===== src/rtl/cbi980_fifo_bank_if.sv =====
// Bundles the host-side register port and the line-side serialiser
// signals of the cbi980 channel FIFO bank.
//   master : driver side (register front-end and serialisers)
//   slave  : the FIFO bank itself
// Signals:
//   flush                                     soft reset of all FIFOs and sticky flags
//   host_wr_ch/_data/_en, host_wr_err         host push into a TX FIFO
//   host_rd_ch/_en, host_rd_data/_valid       host pop from an RX FIFO
//   line_rx_data/_push                        per-channel RX words from the line side
//   line_tx_data/_pop                         per-channel TX head words (fall-through)
//   status, ie, flag_clr, interrupt           per-channel status, enables, clears, irq
interface cbi980_fifo_bank_if #(
  parameter int CHANNELS = 2,
  parameter int DW       = 32,
  parameter int CW       = (CHANNELS > 1) ? $clog2(CHANNELS) : 1
);
  logic                   flush;
  logic [CW-1:0]          host_wr_ch;
  logic [DW-1:0]          host_wr_data;
  logic                   host_wr_en;
  logic                   host_wr_err;
  logic [CW-1:0]          host_rd_ch;
  logic                   host_rd_en;
  logic [DW-1:0]          host_rd_data;
  logic                   host_rd_valid;
  logic [CHANNELS*DW-1:0] line_rx_data;
  logic [CHANNELS-1:0]    line_rx_push;
  logic [CHANNELS*DW-1:0] line_tx_data;
  logic [CHANNELS-1:0]    line_tx_pop;
  logic [CHANNELS*6-1:0]  status;
  logic [CHANNELS*6-1:0]  ie;
  logic [CHANNELS*2-1:0]  flag_clr;
  logic                   interrupt;

  modport master (
    output flush, host_wr_ch, host_wr_data, host_wr_en, host_rd_ch, host_rd_en,
           line_rx_data, line_rx_push, line_tx_pop, ie, flag_clr,
    input  host_wr_err, host_rd_data, host_rd_valid, line_tx_data, status, interrupt
  );

  modport slave (
    input  flush, host_wr_ch, host_wr_data, host_wr_en, host_rd_ch, host_rd_en,
           line_rx_data, line_rx_push, line_tx_pop, ie, flag_clr,
    output host_wr_err, host_rd_data, host_rd_valid, line_tx_data, status, interrupt
  );
endinterface


===== src/rtl/cbi980_fifo_bank.sv =====
// Channel FIFO bank for the cbi980 serial audio core: one RX and one TX FIFO
// per channel between the register front-end and the per-channel serialisers,
// with per-channel status, sticky rx_ovf/tx_unf flags and a masked interrupt.
// Ports:
//   clk  system clock, rising edge
//   rst  asynchronous active-high reset
//   bus  cbi980_fifo_bank_if.slave (host, line, status and interrupt signals)
// Per-channel status layout at [c*6 +: 6] = {rx_ovf, tx_unf, rxne, rxf, txnf, txe}.
module cbi980_fifo_bank #(
  parameter int CHANNELS = 2,
  parameter int DW       = 32,
  parameter int DEPTH_LG = 4
) (
  input logic               clk,
  input logic               rst,
  cbi980_fifo_bank_if.slave bus
);
  localparam int DEPTH = 2 ** DEPTH_LG;
  localparam logic [DEPTH_LG:0] FULL_CNT = (DEPTH_LG + 1)'(DEPTH);

  logic [DW-1:0]       tx_mem  [CHANNELS][DEPTH];
  logic [DW-1:0]       rx_mem  [CHANNELS][DEPTH];
  logic [DEPTH_LG-1:0] tx_head [CHANNELS];
  logic [DEPTH_LG-1:0] tx_tail [CHANNELS];
  logic [DEPTH_LG-1:0] rx_head [CHANNELS];
  logic [DEPTH_LG-1:0] rx_tail [CHANNELS];
  logic [DEPTH_LG:0]   tx_cnt  [CHANNELS];
  logic [DEPTH_LG:0]   rx_cnt  [CHANNELS];
  logic [CHANNELS-1:0] tx_unf, rx_ovf;

  logic [CHANNELS-1:0] tx_push, tx_pop, tx_unf_set;
  logic [CHANNELS-1:0] rx_push, rx_pop, rx_ovf_set;
  logic                wr_ch_ok, rd_ch_ok;
  logic [DW-1:0]       rd_word;

  // Accept/reject decisions for every FIFO, based on counts before the edge.
  // A full FIFO still accepts a push when the opposite side pops it in the
  // same cycle; a pop is only honoured when the FIFO already holds a word.
  always_comb begin
    wr_ch_ok         = int'(bus.host_wr_ch) < CHANNELS;
    rd_ch_ok         = int'(bus.host_rd_ch) < CHANNELS;
    tx_push          = '0;
    tx_pop           = '0;
    tx_unf_set       = '0;
    rx_push          = '0;
    rx_pop           = '0;
    rx_ovf_set       = '0;
    rd_word          = '0;
    bus.status       = '0;
    bus.line_tx_data = '0;
    for (int c = 0; c < CHANNELS; c++) begin
      tx_pop[c]     = bus.line_tx_pop[c] && (tx_cnt[c] != '0);
      tx_unf_set[c] = bus.line_tx_pop[c] && (tx_cnt[c] == '0);
      tx_push[c]    = bus.host_wr_en && wr_ch_ok && (int'(bus.host_wr_ch) == c) &&
                      ((tx_cnt[c] != FULL_CNT) || tx_pop[c]);
      rx_pop[c]     = bus.host_rd_en && rd_ch_ok && (int'(bus.host_rd_ch) == c) &&
                      (rx_cnt[c] != '0);
      rx_push[c]    = bus.line_rx_push[c] && ((rx_cnt[c] != FULL_CNT) || rx_pop[c]);
      rx_ovf_set[c] = bus.line_rx_push[c] && !rx_push[c];
      if (rx_pop[c]) rd_word = rx_mem[c][rx_tail[c]];
      if (tx_cnt[c] != '0) bus.line_tx_data[c*DW +: DW] = tx_mem[c][tx_tail[c]];
      bus.status[c*6 +: 6] = {rx_ovf[c], tx_unf[c], rx_cnt[c] != '0,
                              rx_cnt[c] == FULL_CNT, tx_cnt[c] != FULL_CNT,
                              tx_cnt[c] == '0};
    end
    // Any write that did not land in a FIFO is reported as an error.
    bus.host_wr_err = bus.host_wr_en && !(|tx_push);
  end

  // Storage has no reset; only pointers and counts define what is valid.
  always_ff @(posedge clk) begin
    for (int c = 0; c < CHANNELS; c++) begin
      if (tx_push[c] && !bus.flush) tx_mem[c][tx_head[c]] <= bus.host_wr_data;
      if (rx_push[c] && !bus.flush) rx_mem[c][rx_head[c]] <= bus.line_rx_data[c*DW +: DW];
    end
  end

  // Pointers, counts, sticky flags and the registered host read / interrupt.
  // flush overrides every push, pop and clear; a flag set beats its clear.
  always_ff @(posedge clk or posedge rst) begin
    if (rst) begin
      for (int c = 0; c < CHANNELS; c++) begin
        tx_head[c] <= '0;
        tx_tail[c] <= '0;
        tx_cnt[c]  <= '0;
        rx_head[c] <= '0;
        rx_tail[c] <= '0;
        rx_cnt[c]  <= '0;
      end
      tx_unf            <= '0;
      rx_ovf            <= '0;
      bus.host_rd_data  <= '0;
      bus.host_rd_valid <= 1'b0;
      bus.interrupt     <= 1'b0;
    end else begin
      bus.interrupt     <= |(bus.status & bus.ie);
      bus.host_rd_valid <= !bus.flush && (|rx_pop);
      if (!bus.flush && (|rx_pop)) bus.host_rd_data <= rd_word;
      if (bus.flush) begin
        for (int c = 0; c < CHANNELS; c++) begin
          tx_head[c] <= '0;
          tx_tail[c] <= '0;
          tx_cnt[c]  <= '0;
          rx_head[c] <= '0;
          rx_tail[c] <= '0;
          rx_cnt[c]  <= '0;
        end
        tx_unf <= '0;
        rx_ovf <= '0;
      end else begin
        for (int c = 0; c < CHANNELS; c++) begin
          if (tx_push[c]) tx_head[c] <= tx_head[c] + DEPTH_LG'(1);
          if (tx_pop[c])  tx_tail[c] <= tx_tail[c] + DEPTH_LG'(1);
          if (rx_push[c]) rx_head[c] <= rx_head[c] + DEPTH_LG'(1);
          if (rx_pop[c])  rx_tail[c] <= rx_tail[c] + DEPTH_LG'(1);
          tx_cnt[c] <= tx_cnt[c] + (DEPTH_LG + 1)'(tx_push[c]) - (DEPTH_LG + 1)'(tx_pop[c]);
          rx_cnt[c] <= rx_cnt[c] + (DEPTH_LG + 1)'(rx_push[c]) - (DEPTH_LG + 1)'(rx_pop[c]);
          tx_unf[c] <= tx_unf_set[c] | (tx_unf[c] & !bus.flag_clr[c*2]);
          rx_ovf[c] <= rx_ovf_set[c] | (rx_ovf[c] & !bus.flag_clr[c*2+1]);
        end
      end
    end
  end
endmodule

===== src/flat_wrapper.sv =====
// flat-port wrapper written by rule: the top's interface ports become plain ports
module cbi980_fifo_bank_flat 
#(
  parameter int CHANNELS = 2,
  parameter int DW       = 32,
  parameter int DEPTH_LG = 4
)
  (clk, rst, bus_flush, bus_host_wr_ch, bus_host_wr_data, bus_host_wr_en, bus_host_rd_ch, bus_host_rd_en, bus_line_rx_data, bus_line_rx_push, bus_line_tx_pop, bus_ie, bus_flag_clr, bus_host_wr_err, bus_host_rd_data, bus_host_rd_valid, bus_line_tx_data, bus_status, bus_interrupt);
  cbi980_fifo_bank_if #(.CHANNELS(CHANNELS), .DW(DW)) bus_i ();
  input logic clk;
  input logic rst;
  input wire logic [$bits(bus_i.flush)-1:0] bus_flush;
  input wire logic [$bits(bus_i.host_wr_ch)-1:0] bus_host_wr_ch;
  input wire logic [$bits(bus_i.host_wr_data)-1:0] bus_host_wr_data;
  input wire logic [$bits(bus_i.host_wr_en)-1:0] bus_host_wr_en;
  input wire logic [$bits(bus_i.host_rd_ch)-1:0] bus_host_rd_ch;
  input wire logic [$bits(bus_i.host_rd_en)-1:0] bus_host_rd_en;
  input wire logic [$bits(bus_i.line_rx_data)-1:0] bus_line_rx_data;
  input wire logic [$bits(bus_i.line_rx_push)-1:0] bus_line_rx_push;
  input wire logic [$bits(bus_i.line_tx_pop)-1:0] bus_line_tx_pop;
  input wire logic [$bits(bus_i.ie)-1:0] bus_ie;
  input wire logic [$bits(bus_i.flag_clr)-1:0] bus_flag_clr;
  output wire logic [$bits(bus_i.host_wr_err)-1:0] bus_host_wr_err;
  output wire logic [$bits(bus_i.host_rd_data)-1:0] bus_host_rd_data;
  output wire logic [$bits(bus_i.host_rd_valid)-1:0] bus_host_rd_valid;
  output wire logic [$bits(bus_i.line_tx_data)-1:0] bus_line_tx_data;
  output wire logic [$bits(bus_i.status)-1:0] bus_status;
  output wire logic [$bits(bus_i.interrupt)-1:0] bus_interrupt;
  assign bus_i.flush = bus_flush;
  assign bus_i.host_wr_ch = bus_host_wr_ch;
  assign bus_i.host_wr_data = bus_host_wr_data;
  assign bus_i.host_wr_en = bus_host_wr_en;
  assign bus_i.host_rd_ch = bus_host_rd_ch;
  assign bus_i.host_rd_en = bus_host_rd_en;
  assign bus_i.line_rx_data = bus_line_rx_data;
  assign bus_i.line_rx_push = bus_line_rx_push;
  assign bus_i.line_tx_pop = bus_line_tx_pop;
  assign bus_i.ie = bus_ie;
  assign bus_i.flag_clr = bus_flag_clr;
  assign bus_host_wr_err = bus_i.host_wr_err;
  assign bus_host_rd_data = bus_i.host_rd_data;
  assign bus_host_rd_valid = bus_i.host_rd_valid;
  assign bus_line_tx_data = bus_i.line_tx_data;
  assign bus_status = bus_i.status;
  assign bus_interrupt = bus_i.interrupt;
  cbi980_fifo_bank #(.CHANNELS(CHANNELS), .DW(DW), .DEPTH_LG(DEPTH_LG)) u_core (.clk(clk), .rst(rst), .bus(bus_i));
endmodule

===== config.mk =====
export PLATFORM = sky130hd
export DESIGN_NAME = cbi980_fifo_bank_flat
export DESIGN_NICKNAME = d
export VERILOG_FILES = /design/src/rtl/cbi980_fifo_bank_if.sv /design/src/rtl/cbi980_fifo_bank.sv /design/src/flat_wrapper.sv
export SDC_FILE = /design/constraint.sdc
export NUM_CORES = 2
export LEC_CHECK = 0
export CORE_MARGIN = 2
export CORE_UTILIZATION = 32
export DETAILED_ROUTE_END_ITERATION = 12
export SLEW_MARGIN = 20
export SYNTH_ARGS = -nofsm -noshare
export SYNTH_HDL_FRONTEND = slang
export SYNTH_SLANG_ARGS = --single-unit

===== constraint.sdc =====
create_clock -name clk -period 3.82 [get_ports clk]
set_input_delay 0.764 -clock clk [delete_from_list [all_inputs] [get_ports clk]]
set_output_delay 0.764 -clock clk [all_outputs]
set_load 0.02 [all_outputs]

==> impl_summary.log <==
INFO  metric worst-r2r-setup-slack = 0.50 ns
INFO  metric async_reset_ff_frac = 0.0421
INFO  metric first_pass_grt_wire_length = 299000 µm
INFO  metric drt_first_iter_violations = 4068
INFO  metric worstSetupPathType = register to primary output
INFO  metric switchingPower = 0.0157 W
INFO  metric post-synth-top-area-fraction = 0.749
INFO  metric vdd.ir_drop.worst = 0.544 mV
INFO  metric tritoncts.num_buffers = 219
INFO  metric synth.distinct_cells = 51
INFO  metric final.fill_count = 22500
INFO  metric final_layout_size_suffix_gt1_frac = 0.325
INFO  metric timing.setup.tns = -0.850 ns
INFO  metric p_per_area = 610 nW/µm²
INFO  metric syn-cell-area = 82100 µm²
INFO  metric yosysWarningCount = 0
INFO  metric postCtsHoldBufs = 0
INFO  metric final.period_utilization = 1.02
INFO  metric grt.overflow.total = 0
INFO  metric outcome = finished with violations
INFO  metric die_y = 511 µm
INFO  metric postSynthRegisterBits = 2138
INFO  metric worst_hold_path_type = primary input to register
INFO  metric global_route.usage.total = 0.158
INFO  metric timing_worst_slew_pin_value = 1.03 ns
INFO  metric instance_count_along_the_most_critical_hold_path = 2
INFO  metric timing.final.crit_period = 3.88 ns
INFO  metric clkSlewWorstSetupHoldPaths = 0.07 ns
INFO  metric remaining_drc_errors = 0
INFO  metric synthesis.area_per_instance = 22.8 µm²
INFO  metric startpoint_type = register
INFO  metric fin_total_pwr = 0.0613 W
INFO  metric maxSlewHeadroom = 0.311
INFO  metric switching_share = 0.256
INFO  metric min-delay-start = bus_flush
INFO  metric nNetsFinal = 4326
INFO  metric core-area = 256000 µm²
INFO  metric worstPathRequired = 3.06 ns
INFO  metric std_cell_rows = 186
INFO  metric vias_in_the_first_global_route = 40700
INFO  metric synth.net_count = 3766
INFO  metric synth.area.top_cells = edfxtp_1 75%, mux4_2 16%, dfrtp_1 2.7%
INFO  metric die_width = 511 µm
INFO  metric synthesis.instances = 3596
INFO  metric drt_pass1_iterations = 6
INFO  metric regToRegStartpoint = u_core.tx_cnt[8]
INFO  metric cts.sinks = 2138
INFO  metric violations = negative setup slack
INFO  metric p_clk_frac = 0.357
INFO  metric top_level_ports = 234
INFO  metric pin_count_of_the_biggest_net_entering_global_routing = 54
INFO  metric skew = 0.0568 ns
INFO  metric r2r_cells = 15
INFO  metric final_setup_violating_endpoints = 30
INFO  metric hold-path-endpoint = u_core.rx_head[2]
INFO  metric cp_data_arrival_time = 3.12 ns
INFO  metric port-buffer-count = 233
INFO  metric p_int = 0.0456 W
INFO  metric fmax = 0.258 GHz
INFO  metric dieArea = 261000 µm²
INFO  metric timing_hold_violations_final = 0
INFO  metric routed-via-count = 39300
INFO  metric grt_setup_unrepaired = true
INFO  metric timing_max_transition_violations_final = 0
INFO  metric setup_slack = -0.0618 ns
INFO  metric clock_insertion_delay_worst_skew = 0.86 ns
INFO  metric worst_r2r_endpoint = u_core.tx_cnt[9]
INFO  metric tritoncts_clock_tree = done
INFO  metric detailed_route_wl = 211000 µm
INFO  metric initial_standard_cell_utilization_of_the_core = 0.321
INFO  metric power_frac_seq = 0.436
INFO  metric detailedPlacementHpwl = 116000 µm
INFO  metric cts_max_level = 4
INFO  metric route.detailed.vias_per_inst = 5.08
INFO  metric synth-edff-count = 2048
INFO  metric clock-root-buffer = clkbuf_16
INFO  metric comb_power_share = 0.206
INFO  metric synth_largest_area_cell = edfxtp_1
INFO  metric synth_seq_area_share = 0.776
INFO  metric p_leak = 31.4 nW
INFO  metric routedWlPerCell = 27.3 µm
INFO  metric cts-root-to-sink-buffers = 3
INFO  metric drv.max_cap_violation_count = 0
INFO  metric critical_path_peak_fanout = 7
INFO  metric dominantRegCellSynth = edfxtp_1
INFO  metric place_congestion = 0.742
INFO  metric antenna_found_initial = 35
INFO  metric critical_path.endpoint_type = primary output
INFO  metric residual_antenna_violating_net_count_after_detailed_routing = 0
INFO  metric areaGrowthSynthToFinish = 22.3%
## cell usage in the layout, fill, tap and decap left out, types with 14 or more instances in the layout
cell type           n
edfxtp_1         2048
mux4_2            576
clkbuf_16         229
buf_4             160
clkdlybuf4s50_1   159
a22oi_1           113
buf_12            109
dfrtp_1            77
nor2_1             57
nor2_4             48
buf_6              45
inv_1              44
ha_1               43
clkinv_1           43
nor2b_1            41
clkinv_2           41
nor2b_4            40
a21oi_1            31
clkbuf_1           31
bufinv_16          27
buf_16             27
nand2_1            24
o21ai_0            24
buf_2              22
a21o_1             21
xnor2_1            18
nand4_1            17
nor3_4             16
a2111o_1           15
inv_6              15
mux2i_1            14
nand3_1            14
## synthesized netlist by cell type, drive strengths merged (2+ instances only)
cell type and count:
xnor2 18, and3 7, o2111a 2, ha 43, edfxtp 2048, nand3b 2, or3 4, nor3b 4
nand2 24, nor3 25, a211oi 3, dfrtp 90, clkbuf 85, xor2 13, a22oi 113, o2111ai 3
buf 108, a2111o 15, nand4 17, fa 4, o21a 2, or4b 2, and2 5, mux4 576
nor4b 2, a21oi 31, a22o 13, nand4bb 3, nand3 15, nor2 106, o211ai 4, nor2b 84
o21ai 27, inv 45, o21bai 2, mux2i 14, a21o 21, nand2b 10
## metal layers
layer | track usage | wire length [µm]
met2 | 0.271 | 107000
met5 | 0 | 264
met1 | 0.205 | 86100
met4 | 0.0428 | 4870
met3 | 0.0324 | 12600
## state kept, by name, summed over array words and instances, names as in the netlist, 10 cells and up
signal / cells
u_core.rx_mem: 1024
u_core.tx_mem: 1024
u_core.bus.host_rd_data: 32
u_core.rx_cnt: 10
u_core.tx_cnt: 10
## worst max path at each step
stage,from,endpoint,slack [ns],cells past startpoint
floorplan,bus_flush,u_core.tx_mem[0][0],0.51,5
global placement,bus_flush,u_core.tx_mem[0][377],0.29,6
detailed placement,bus_host_rd_en,u_core.rx_cnt[9],0.25,13
CTS,u_core.tx_tail[0],bus_line_tx_data[42],-0.17,7
global route,u_core.tx_tail[4],bus_line_tx_data[23],-0.16,8
finish,u_core.tx_tail[0],bus_line_tx_data[42],-0.06,7
## layout make-up
class / count / area (µm²) / area share
Multi-Input combinational cell: 1220 / 18300 / 0.182
Sequential cell: 2138 / 63800 / 0.635
Antenna cell: 7 / 17.5 / 0.000174
Inverter: 45 / 171 / 0.00171
Timing Repair Buffer: 532 / 6580 / 0.0655
Tap cell: 3384 / 4230 / 0.0421
Clock inverter: 146 / 1610 / 0.0160
Clock buffer: 262 / 5810 / 0.0578
## power by group through the flow
| stage | clock [W] | combinational [W] | sequential, W |
|---|---|---|---|
| global placement | 0 | 0.0106 | 0.0272 |
| floorplan | 0 | 0.00643 | 0.0271 |
| CTS | 0.0223 | 0.0122 | 0.0267 |
| finish | 0.0219 | 0.0126 | 0.0267 |
| detailed placement | 0 | 0.0107 | 0.0272 |
| global route | 0.0232 | 0.0135 | 0.0268 |
## critical path, cell delays in order (launching register included)
cell and delay (ns):
dfrtp_4 0.45, buf_12 0.19, buf_12 0.16, buf_16 0.13
mux4_2 0.50, mux4_2 0.52, nor2b_4 0.15, buf_6 0.13
## through the flow
step	worst slack (ns)	util	hold WS [ns]	instances	instance area (µm²)
4_1_cts	-0.171	0.390	0.266	7704	99900
3_5_place_dp	0.248	0.356	0.509	7234	91300
3_3_place_gp	0.285	0.356	0.482	7234	91300
2_1_floorplan	0.506	-	0.560	3596	82200
5_1_grt	-0.157	0.392	0.331	7727	100000
6_report	-0.0618	0.393	0.336	7734	100000
## what timing repair did
item / in CTS / in global routing
setup buffers: 40 / 20
hold endpoints to repair: 0 / 0
gates cloned: 22 / 5
setup endpoints to repair: 65 / 62
gates resized for setup: 359 / 106
## cell families after synthesis
| family | after synthesis | synth area share |
|---|---|---|
| DFF | 2138 | 0.776 |
| muxes | 590 | 0.160 |
| and+or+nand+nor | 314 | 0.0200 |
| AOI/OAI and AO/OA | 238 | 0.0212 |
| buffers and inverters | 238 | 0.0123 |
| adders and majority gates | 47 | 0.00752 |
| xor gates and xnor gates | 31 | 0.00331 |
No activity file was read; power rests on OpenSTA's default activity.
